File: src/rtl/tconv_stream_loader.sv
// Packetised stream to ifmap/weight BRAM write loader for the transpose-conv scheduler.
// Optional trailing checksum word per packet: define TCONV_LOADER_CHECKSUM_EN.
module tconv_stream_loader #(
  parameter int DATA_W = 16,
  parameter int ADDR_W = 10
) (
  input  logic              clk,
  input  logic              rst,
  input  logic [DATA_W-1:0] s_data,
  input  logic              s_valid,
  output logic              s_ready,
  input  logic              s_last,
  input  logic              sched_weight_pending,
  output logic              bram_we,
  output logic              bram_sel,
  output logic [ADDR_W-1:0] bram_addr,
  output logic [DATA_W-1:0] bram_wdata,
  output logic              ifmap_write_done,
  output logic              weight_write_done,
  output logic              busy,
  output logic              err_len,
  output logic              err_kind,
`ifdef TCONV_LOADER_CHECKSUM_EN
  output logic              err_chk,
`endif
  input  logic              err_clr,
  output logic [2:0]        dbg_state
);

  localparam logic [2:0] S_HDR   = 3'd0;
  localparam logic [2:0] S_DATA  = 3'd1;
  localparam logic [2:0] S_DRAIN = 3'd2;
  localparam logic [2:0] S_DONE  = 3'd3;
  localparam logic [2:0] S_CHK   = 3'd4;

  localparam logic [1:0] KIND_IF = 2'b01;
  localparam logic [1:0] KIND_WT = 2'b10;

  logic [2:0]        state_q, state_d;
  logic              kind_q, kind_d;       // 0 = ifmap, 1 = weight
  logic [ADDR_W-1:0] cnt_q, cnt_d;         // N-1 of the current packet
  logic [ADDR_W-1:0] addr_q, addr_d;
  logic              we_q, we_d;
  logic              sel_q, sel_d;
  logic [ADDR_W-1:0] waddr_q, waddr_d;
  logic [DATA_W-1:0] wdata_q, wdata_d;
  logic              ifd_q, ifd_d;
  logic              wtd_q, wtd_d;
  logic              err_len_q, err_kind_q;
  logic              set_len, set_kind;
  logic [1:0]        hdr_kind;
  logic              xfer;
`ifdef TCONV_LOADER_CHECKSUM_EN
  logic [DATA_W-1:0] sum_q, sum_d;
  logic              err_chk_q, set_chk;
`endif

  assign hdr_kind = s_data[DATA_W-1 -: 2];

  // Handshake: a word moves when s_valid && s_ready on a rising clk edge;
  // s_ready depends on s_valid/s_data only in HDR (weight hold-off).
  always_comb begin
    s_ready = 1'b0;
    case (state_q)
      S_HDR:                  s_ready = !(s_valid && (hdr_kind == KIND_WT) && sched_weight_pending);
      S_DATA, S_DRAIN, S_CHK: s_ready = 1'b1;
      default:                s_ready = 1'b0;
    endcase
    if (rst) s_ready = 1'b0;
  end

  assign xfer = s_valid && s_ready;

  always_comb begin
    state_d  = state_q;
    kind_d   = kind_q;
    cnt_d    = cnt_q;
    addr_d   = addr_q;
    we_d     = 1'b0;
    sel_d    = sel_q;
    waddr_d  = waddr_q;
    wdata_d  = wdata_q;
    ifd_d    = ifd_q;
    wtd_d    = wtd_q;
    set_len  = 1'b0;
    set_kind = 1'b0;
`ifdef TCONV_LOADER_CHECKSUM_EN
    sum_d    = sum_q;
    set_chk  = 1'b0;
`endif
    case (state_q)
      S_HDR: if (xfer) begin
        if (hdr_kind == KIND_IF || hdr_kind == KIND_WT) begin
          if (s_last) begin
            set_len = 1'b1;
          end else begin
            kind_d  = (hdr_kind == KIND_WT);
            cnt_d   = s_data[ADDR_W-1:0];
            addr_d  = '0;
            state_d = S_DATA;
            if (hdr_kind == KIND_WT) wtd_d = 1'b0;
            else                     ifd_d = 1'b0;
`ifdef TCONV_LOADER_CHECKSUM_EN
            sum_d   = '0;
`endif
          end
        end else begin
          set_kind = 1'b1;
          if (!s_last) state_d = S_DRAIN;
        end
      end
      S_DATA: if (xfer) begin
        we_d    = 1'b1;
        waddr_d = addr_q;
        wdata_d = s_data;
        sel_d   = kind_q;
        addr_d  = addr_q + 1'b1;
`ifdef TCONV_LOADER_CHECKSUM_EN
        sum_d   = sum_q + s_data;
        if (addr_q == cnt_q) begin
          if (s_last) begin set_len = 1'b1; state_d = S_HDR; end
          else        state_d = S_CHK;
        end else if (s_last) begin
          set_len = 1'b1;
          state_d = S_HDR;
        end
`else
        if (addr_q == cnt_q) begin
          if (s_last) state_d = S_DONE;
          else begin set_len = 1'b1; state_d = S_DRAIN; end
        end else if (s_last) begin
          set_len = 1'b1;
          state_d = S_HDR;
        end
`endif
      end
      S_DRAIN: if (xfer && s_last) state_d = S_HDR;
`ifdef TCONV_LOADER_CHECKSUM_EN
      S_CHK: if (xfer) begin
        // A checksum word without s_last means the packet is longer than declared.
        if (!s_last)             begin set_len = 1'b1; state_d = S_DRAIN; end
        else if (s_data == sum_q) state_d = S_DONE;
        else                      begin set_chk = 1'b1; state_d = S_HDR; end
      end
`endif
      S_DONE: begin
        if (kind_q) wtd_d = 1'b1;
        else        ifd_d = 1'b1;
        state_d = S_HDR;
      end
      default: state_d = S_HDR;
    endcase
  end

  always_ff @(posedge clk) begin
    if (rst) begin
      state_q    <= S_HDR;
      kind_q     <= 1'b0;
      cnt_q      <= '0;
      addr_q     <= '0;
      we_q       <= 1'b0;
      sel_q      <= 1'b0;
      waddr_q    <= '0;
      wdata_q    <= '0;
      ifd_q      <= 1'b0;
      wtd_q      <= 1'b0;
      err_len_q  <= 1'b0;
      err_kind_q <= 1'b0;
`ifdef TCONV_LOADER_CHECKSUM_EN
      sum_q      <= '0;
      err_chk_q  <= 1'b0;
`endif
    end else begin
      state_q    <= state_d;
      kind_q     <= kind_d;
      cnt_q      <= cnt_d;
      addr_q     <= addr_d;
      we_q       <= we_d;
      sel_q      <= sel_d;
      waddr_q    <= waddr_d;
      wdata_q    <= wdata_d;
      ifd_q      <= ifd_d;
      wtd_q      <= wtd_d;
      // A new error in the same cycle as err_clr survives the clear.
      err_len_q  <= (err_len_q  & ~err_clr) | set_len;
      err_kind_q <= (err_kind_q & ~err_clr) | set_kind;
`ifdef TCONV_LOADER_CHECKSUM_EN
      sum_q      <= sum_d;
      err_chk_q  <= (err_chk_q  & ~err_clr) | set_chk;
`endif
    end
  end

  assign bram_we           = we_q;
  assign bram_sel          = sel_q;
  assign bram_addr         = waddr_q;
  assign bram_wdata        = wdata_q;
  assign ifmap_write_done  = ifd_q;
  assign weight_write_done = wtd_q;
  assign busy              = (state_q != S_HDR);
  assign err_len           = err_len_q;
  assign err_kind          = err_kind_q;
`ifdef TCONV_LOADER_CHECKSUM_EN
  assign err_chk           = err_chk_q;
`endif
  assign dbg_state         = state_q;

endmodule

File: config.mk
export PLATFORM = sky130hd
export DESIGN_NAME = tconv_stream_loader
export DESIGN_NICKNAME = d
export VERILOG_FILES = /design/src/rtl/tconv_stream_loader.sv
export SDC_FILE = /design/constraint.sdc
export NUM_CORES = 1
export LEC_CHECK = 0
export ABC_AREA = 0
export CAP_MARGIN = 20
export CORE_ASPECT_RATIO = 2
export CORE_MARGIN = 2
export CORE_UTILIZATION = 40
export CTS_CLUSTER_DIAMETER = 50
export DETAILED_ROUTE_END_ITERATION = 16
export PLACE_DENSITY = 0.71
export SYNTH_ARGS = -nofsm -noshare
export SYNTH_HDL_FRONTEND = slang
export SYNTH_SLANG_ARGS = --single-unit
File: constraint.sdc
create_clock -name clk -period 2.3 [get_ports clk]
set_clock_uncertainty 0.05 [all_clocks]
set_input_delay 0.575 -clock clk [delete_from_list [all_inputs] [get_ports clk]]
set_output_delay 0.575 -clock clk [all_outputs]
set_load 0.05 [all_outputs]
# [Word-level counts from Yosys, hierarchy flattened]
# Cells that the tools add are included.
[totals] ff_bits=56 latch_bits=0 ramBits=0 romBits=0 in_bits=22 out_inout_bits=37 wordCells=95 memories=0
[classes] addsub=1 multipliers=0 div=0 order_cmp=0 n_eq_ne=17 n_shift=0 n_mux=40 bitwise_logic=7 n_reduce_logical=18
[ops] op="10-bit two-way mux" count=4
[ops] op="3-bit two-way mux" count=8
[ops] op="1-bit two-way mux" count=22
[ops] op="10-bit one-hot mux with 2 select lines" count=1
[ops] op="2-bit != test, second input constant" count=9
[ops] op="6-bit AND reduction" count=2
[ops] op="10-bit by 1-bit adder with 10-bit output, second input constant" count=1
[ops] op="10-bit equality test" count=1
[ops] op="5-bit AND reduction" count=2
[ops] op="3-bit one-hot mux with 3 select lines" count=1
[ops] op="1-bit one-hot mux with 2 select lines" count=4
[ops] op="3-bit by 2-bit equality test with 1-bit output, second input constant" count=2
[ops] op="1-bit logical AND" count=4
[ops] op="4-bit AND reduction" count=1
[ops] op="2-bit nonzero test" count=2
[ops] op="3-bit by 1-bit equality test with 1-bit output, second input constant" count=1
[ops] op="3-bit equality test, second input constant" count=1
[ops] op="3-bit logical NOT" count=1
[ops] op="3-bit != test, second input constant" count=1
[ops] op="1-bit inverter" count=3
[ops] op="3-bit nonzero test" count=1
[ops] op="3-bit OR reduction" count=1
[ops] op="1-bit bitwise AND" count=2
[ops] op="2-bit by 1-bit equality test with 1-bit output, second input constant" count=1
[ops] op="6 further kinds" count=7

# [Logic depth before layout (Yosys ltp)]
# Gate-level depths: netlist (run 1).
[logic_depth] ltp_word=10 ltp_mapped=9 ltp_nobuf=8

# [Worst setup path after synthesis (run 1)]
# Ideal clock, no wire load.
[synth_path] path_type="register to output" start="register state_q[0], in the netlist dbg_state[0]" end="output port s_ready" t_arrival_ps=2269 t_required_ps=1675 setup_slack_ps=-594 path_stages_with_launch=5 n_path_buf=0 path_cell_list="dfxtp_1 > inv_1 > ha_1 > a21oi_1 > nor3_1"
[synth_via] elab_chain_cells=4 elab_cells_between_ends=7 cone_classes="3 x eq/ne; 2 x mux; 2 x reduce/logical"
[synth_rtl] element="start, declared" line_no="39" rtl="logic [2:0] state_q, state_d;"
[synth_rtl] element="start signal, assigned" line_no="174" rtl="state_q <= state_d;"
[synth_rtl] element="3-bit by 2-bit equality test with 1-bit output, or another cell as far along" line_no="64" rtl="case (state_q)"
[synth_rtl] element="3-bit OR reduction" line_no="64"
[synth_rtl] element="1-bit one-hot mux with 2 select lines (*)" line_no="64"
[synth_rtl] element="1-bit two-way mux (*)" line_no="69" rtl="if (rst) s_ready = 1'b0;"
[synth_rtl] element="end, declared" line_no="11" rtl="output logic s_ready,"
# Mark *: on every way between the ends. The rest lies on a longest branch, timed or not.

# [Worst setup path in the final report (run 1)]
[layout_path] start="register state_q[1], in the netlist dbg_state[1]" end="output port s_ready"
# Same word-level chain as after synthesis.

==> key figures, run 1 <==
Status
  • Status: finished, final reports clean

Setup path
  • Critical Path Start Type: flop
  • Critical path arrival: 1610 ps
  • Critical path class: reg -> out
  • Worst Reg-to-Reg Cells: 8
  • Max FO, Critical Path: 5
  • Setup crit end kind: primary output
  • Critical Path RT: 1670 ps

Yosys
  • Syn Area/Cell: 8.33 sq um
  • Synthesized Nets: 333
  • Synthesized instance count: 303
  • Post-synthesis register bit count: 55
  • Post-synthesis sequential area ratio: 0.436
  • Ys async rst share: 0
  • Post-synth EDFFs: 0
  • Post-Syn Area: 2520 sq um
  • Main synth FF type: dfxtp_1
  • Unique masters post-synth: 46
  • Yosys warns: 0

Timing
  • Final hold violation count: 0
  • Period utilization: 0.973
  • Setup violators final: 0
  • Final hold slack: 401 ps
  • Setup TNS: 0 ps
  • Max Clock Freq: 447 MHz
  • Worst slew pin tran: 565 ps
  • Slew Viols, Final: 0
  • RSZ-0062 raised after global routing: false
  • Max-slew headroom: 0.623
  • Min Clock Period, post-route: 2240 ps

Routing
  • Met3 wire length: 396 um
  • DR top layer: met4
  • Post-Route WL: 6.44 mm
  • Post-route met1 wirelength: 2.53 mm
  • 1st-iter DRT viols: 147
  • Routed wire length on met2: 3.37 mm
  • Avg Vias per Cell: 5.24
  • First-pass DRT Iterations: 4
  • DRC: 0
  • Routed wire length per instance: 13.8 um
  • Post-route ant nets: 0
  • Vias: 2443

Floorplan
  • Die height: 116 um
  • Die area: 7000 sq um
  • Core ar.: 6210 sq um
  • Row Count: 41
  • Io pins: 59
  • Initial Util: 0.407
  • Die W: 60.2 um

Power and ir drop
  • PD cells: 781 nW/um^2
  • P_leak: 0.00135 uW
  • Clock power share: 0.277
  • Net Switching: 958 uW
  • P_int: 1800 uW
  • Register share of total power: 0.373
  • Switching Share: 0.347
  • Comb pwr share: 0.350
  • Power, Total: 2760 uW
  • Maximum vdd ir drop: 491 uV

Place
  • RePlAce Congestion: 0.871
  • Port Buffer Count: 57
  • DP HPWL: 4.74 mm

Clocking
  • H-tree lvl count: 2
  • CTS tree: built
  • CTS Buf Count: 5
  • Clock Latency Late Sink: 300 ps
  • CTS max path bufs: 2
  • # clock sinks: 55
  • Clock transition at path regs: 70 ps
  • CTS root buffer: clkbuf_16

Layout
  • N_diodes: 0
  • Layout overhead on the synthesized area: 39.9%
  • Commonest non-fill, non-tap cell in the layout: nand2_1
  • Fin nets: 409
  • Share of cells above drive strength 1: 0.147
  • Filler Cells Inserted: 579
  • Most frequent cells in the layout: nand2_1, dfxtp_1, clkdlybuf4s50_1

Global routing
  • First-pass GRT wire length: 10.3 mm
  • Vias in the first global route: 2242
  • Overflow after GRT: 0
  • Largest net degree at the start of global routing: 55
  • Initial antenna violation count: 0
  • All-Layer GR Usage: 0.190

Flow run
  • Max Cap Viol: 0

Worst hold path
  • Hold Path Class: reg -> reg
  • Cells on Worst Hold Path: 2
==> cell families (layout without fill, tap and decap cells) <==
group / count (synthesis) / after routing / share of synthesized area
and+or+nand+nor: 117 / 117 / 0.211
AOI/OAI and AO/OA: 83 / 83 / 0.213
DFF: 55 / 55 / 0.436
buffers and inverters: 29 / 106 / 0.0644
xor gates and xnor gates: 10 / 10 / 0.0347
adders and majority gates: 8 / 8 / 0.0397
other: 1 / 1 / 0.00149
==> cell type report <==
class	instances	area (sq um)	share of cell area
Clock buffer	5	125	0.0354
Sequential cell	55	1100	0.312
Multi-Input combinational cell	219	1290	0.364
Inverter	10	40.0	0.0113
Tap cell	86	108	0.0305
Timing Repair Buffer	88	848	0.240
Clock inverter	3	22.5	0.00638
==> metal layers <==
metal | global-route usage | vias to the layer above
met3 | 0.0299 | 12
met5 | 0 | -
met2 | 0.328 | 91
met1 | 0.229 | 1134
li1 | - | 1206
met4 | 0.0756 | 0
==> Yosys cell counts (5+ instances only) <==
master    count  area share
a41oi_1       5       0.017
dfxtp_1      55        0.44
nand3_1      14       0.028
and3_1        6       0.015
a21oi_1      44       0.087
a211oi_1      5       0.015
a311oi_1      6       0.021
xor2_1       10       0.035
ha_1          8       0.040
nor2_1        7       0.010
nand2_1      71        0.11
inv_1         9       0.013
clkbuf_1      7       0.010
==> critical path: stages, from the launching register on <==
cell and delay (ps):
dfxtp_1 410, inv_1 90, ha_2 400, a21oi_2 60, nor3_4 200, buf_12 160
==> flip-flops by register name, indices dropped and copies added, names as in the netlist, 2 cells and up <==
signal and flops:
bram_addr 10, bram_wdata 16, dbg_state 2, cnt_q 10, addr_q 10
==> path summary, 6_finish.rpt <==
kind / start / end / slack [ps]
min: bram_wdata[14] / bram_wdata[14] / 400
max: dbg_state[1] / s_ready / 60
min reg2reg: bram_wdata[14] / bram_wdata[14] / 400
max reg2reg: addr_q[0] / dbg_state[1] / 150
==> per-stage QoR <==
stage                     utilization  cell area [sq um]  cells  setup slack, ps
after global placement          0.542               3360    457             -195
after CTS                       0.567               3520    466             29.5
after floorplan                     -               2530    303             10.1
after global routing            0.569               3530    466             8.91
after detailed placement        0.542               3360    457             -283
final                           0.569               3530    466             61.6
==> power by group through the flow <==
stage	clock, uW	sequential [uW]	combinational (uW)
3_5_place_dp	0	1050	934
5_1_grt	810	1030	1030
6_report	764	1030	967
4_1_cts	783	1030	952
3_3_place_gp	0	1050	916
2_1_floorplan	0	1170	478
==> repair_timing <==
item / CTS / global route
buffers inserted: 1 / 0
pin swaps: 3 / 0
gates resized for setup: 4 / 2
hold buffers: 0 / 0
setup endpoints to repair: 2 / 2
Note: power is estimated with default switching activity, not from simulation.
==> run 2, diff against run 1 <==
--- a/config.mk
+++ b/config.mk
@@ -8,7 +8,7 @@
 export ABC_AREA = 0
 export CAP_MARGIN = 20
 export CORE_ASPECT_RATIO = 2
-export CORE_MARGIN = 2
+export CORE_MARGIN = 10
 export CORE_UTILIZATION = 40
 export CTS_CLUSTER_DIAMETER = 50
 export DETAILED_ROUTE_END_ITERATION = 16
==> run 2 against run 1 <==
Compared with the run above: power fell by 0.27%; critical endpoint unchanged; first-iteration DRC count fell by 19%; largest cell class unchanged; worst hold slack improved by 2.6 ps; wire length grew 2.8%; maximum frequency down 0.20%; critical path depth is the same; sequential power is essentially flat; combinational power down 0.7%; die area up 44%; sequential share of layout area up 0.20 points; worst setup slack got worse by 4.4 ps; non-clock buffer count decreased by 3.
==> key figures, run 2 (synthesized netlist as in run 1, its figures left out) <==
Layout
  • Filler Cells Inserted: 571 (was 579)
  • Share of cells above drive strength 1: 0.149 (was 0.147)
  • Largest register FFs: 16 (unchanged)
  • Commonest non-fill, non-tap cell in the layout: nand2_1 (unchanged)
  • Most frequent cells in the layout: nand2_1, dfxtp_1, clkdlybuf4s50_1 (unchanged)
  • N_diodes: 0 (unchanged)
  • Layout overhead on the synthesized area: 39.3% (was 39.9%)
  • Fin nets: 406 (was 409)
  • Fin area: 3520 sq um (was 3530 sq um)

Power and ir drop
  • Clock power share: 0.277 (about the same)
  • Net Switching: 960 uW (was 958 uW)
  • Power, Total: 2750 uW (was 2760 uW)
  • Maximum vdd ir drop: 697 uV (was 491 uV)
  • P_leak: 0.00133 uW (was 0.00135 uW)
  • Comb pwr share: 0.349 (was 0.350)
  • PD cells: 783 nW/um^2 (was 781 nW/um^2)
  • Register share of total power: 0.374 (was 0.373)
  • Switching Share: 0.349 (was 0.347)
  • P_int: 1790 uW (was 1800 uW)

Clocking
  • CTS root buffer: clkbuf_16 (unchanged)
  • Clock transition at path regs: 70 ps (about the same)
  • H-tree lvl count: 2 (unchanged)
  • CTS Buf Count: 5 (unchanged)
  • Post-CTS Setup Inserts: 0 (was 1)
  • # clock sinks: 55 (unchanged)
  • Clock Latency Late Sink: 300 ps (about the same)
  • CTS max path bufs: 2 (unchanged)
  • CTS tree: built (unchanged)

Routing
  • Vias: 2357 (was 2443)
  • DRC: 0 (unchanged)
  • Avg Vias per Cell: 5.11 (was 5.24)
  • 1st-iter DRT viols: 119 (was 147)
  • First-pass DRT Iterations: 4 (unchanged)
  • Routed wire length per instance: 14.4 um (was 13.8 um)
  • Post-Route WL: 6.62 mm (was 6.44 mm)
  • Post-route ant nets: 0 (unchanged)

Global routing
  • All-Layer GR Usage: 0.136 (was 0.190)
  • Vias in the first global route: 2405 (was 2242)
  • Largest net degree at the start of global routing: 55 (unchanged)
  • Overflow after GRT: 0 (unchanged)
  • Initial antenna violation count: 0 (unchanged)
  • First-pass GRT wire length: 11.6 mm (was 10.3 mm)

Timing
  • Max Clock Freq: 446 MHz (was 447 MHz)
  • Final hold violation count: 0 (unchanged)
  • Slew Viols, Final: 0 (unchanged)
  • Min Clock Period, post-route: 2240 ps (about the same)
  • Setup violators final: 0 (unchanged)
  • Max-slew headroom: 0.598 (was 0.623)
  • Worst slew pin tran: 603 ps (was 565 ps)
  • RSZ-0062 raised after global routing: false (unchanged)
  • Period utilization: 0.975 (was 0.973)

Place
  • DP HPWL: 4.86 mm (was 4.74 mm)
  • RePlAce Congestion: 0.878 (was 0.871)
  • DP Area: 3350 sq um (was 3360 sq um)
  • Port Buffer Count: 57 (unchanged)

Floorplan
  • Row Count: 40 (was 41)
  • Io pins: 59 (unchanged)
  • Initial Util: 0.417 (was 0.407)
  • Core ar.: 6060 sq um (was 6210 sq um)
  • Die area: 10100 sq um (was 7000 sq um)
  • Die height: 132 um (was 116 um)
  • Die W: 76.2 um (was 60.2 um)

Flow run
  • Max Cap Viol: 0 (unchanged)

Setup path
  • Max FO, Critical Path: 2 (was 5)
  • Critical Path Start Type: input pin (was flop)
  • Critical Path RT: 1670 ps (about the same)
  • Critical path arrival: 1620 ps (was 1610 ps)
  • Setup crit end kind: primary output (unchanged)
  • Critical path class: in -> out (was reg -> out)

Worst hold path
  • Hold Path Class: reg -> reg (unchanged)

Status
  • Status: finished, final reports clean (unchanged)
-- run 2: cell count changes in the layout (fill, tap and decap cells not counted) --
cell / previous run / this run
buf_4: 30 / 27
clkinvlp_4: 0 / 2
dfxtp_1: 55 / 53
dfxtp_2: 0 / 2
inv_6: 2 / 0
ha_2: 2 / 1
ha_4: 0 / 1
inv_1: 9 / 8
inv_2: 0 / 1
-- run 2: power groups by stage --
stage | Clock [uW] | Combinational, uW | Sequential, uW
floorplan | 0 | 478 | 1170
global route | 812 | 1040 | 1040
detailed placement | 0 | 933 | 1050
CTS | 778 | 950 | 1030
finish | 762 | 960 | 1030
global placement | 0 | 923 | 1050
-- run 2: routing by layer --
| layer | global-route usage | wire [um] | up-vias |
|---|---|---|---|
| li1 | - | - | 1196 |
| met1 | 0.146 | 2660 | 1104 |
| met2 | 0.236 | 3450 | 51 |
| met3 | 0.0437 | 385 | 6 |
| met4 | 0.0582 | 119 | 0 |
| met5 | 0 | 0 | - |
-- run 2: layout make-up --
| type | instances | area (sq um) | share of cell area |
|---|---|---|---|
| Multi-Input combinational cell | 219 | 1300 | 0.369 |
| Sequential cell | 55 | 1100 | 0.314 |
| Timing Repair Buffer | 85 | 826 | 0.235 |
| Inverter | 10 | 40.0 | 0.0114 |
| Clock inverter | 3 | 20.0 | 0.00569 |
| Clock buffer | 5 | 125 | 0.0356 |
| Tap cell | 84 | 105 | 0.0299 |
-- run 2: per-stage QoR --
step | setup TNS, ps | utilization | worst slack (ps) | instances | hold slack [ps]
CTS | 0 | 0.579 | 9.54 | 461 | 407
finish | 0 | 0.581 | 57.2 | 461 | 404
detailed placement | -5820 | 0.552 | -217 | 453 | 399
global route | 0 | 0.581 | 13.9 | 461 | 427
floorplan | 0 | - | 10.1 | 303 | 398
global placement | -5200 | 0.552 | -179 | 453 | 391
-- run 2: timing repair --
item	in CTS	in global routing
hold buffers	0	0
pin swaps	1	0
setup endpoints to repair	1	3
resized for setup	6	4
-- run 2: final timing paths --
path	start	depth (start not counted)	to	slack (ps)
worst min register to register	bram_addr[7]	2	bram_addr[7]	400
worst max register to register	addr_q[7]	8	dbg_state[0]	200
worst max-delay path	sched_weight_pending	5	s_ready	60
worst min-delay path	bram_addr[7]	2	bram_addr[7]	400
-- run 2: critical path, stage by stage --
cell,delay [ps]
clkdlybuf4s50_1,520
nand3_1,110
a21oi_2,200
nor3_4,70
buf_12,150
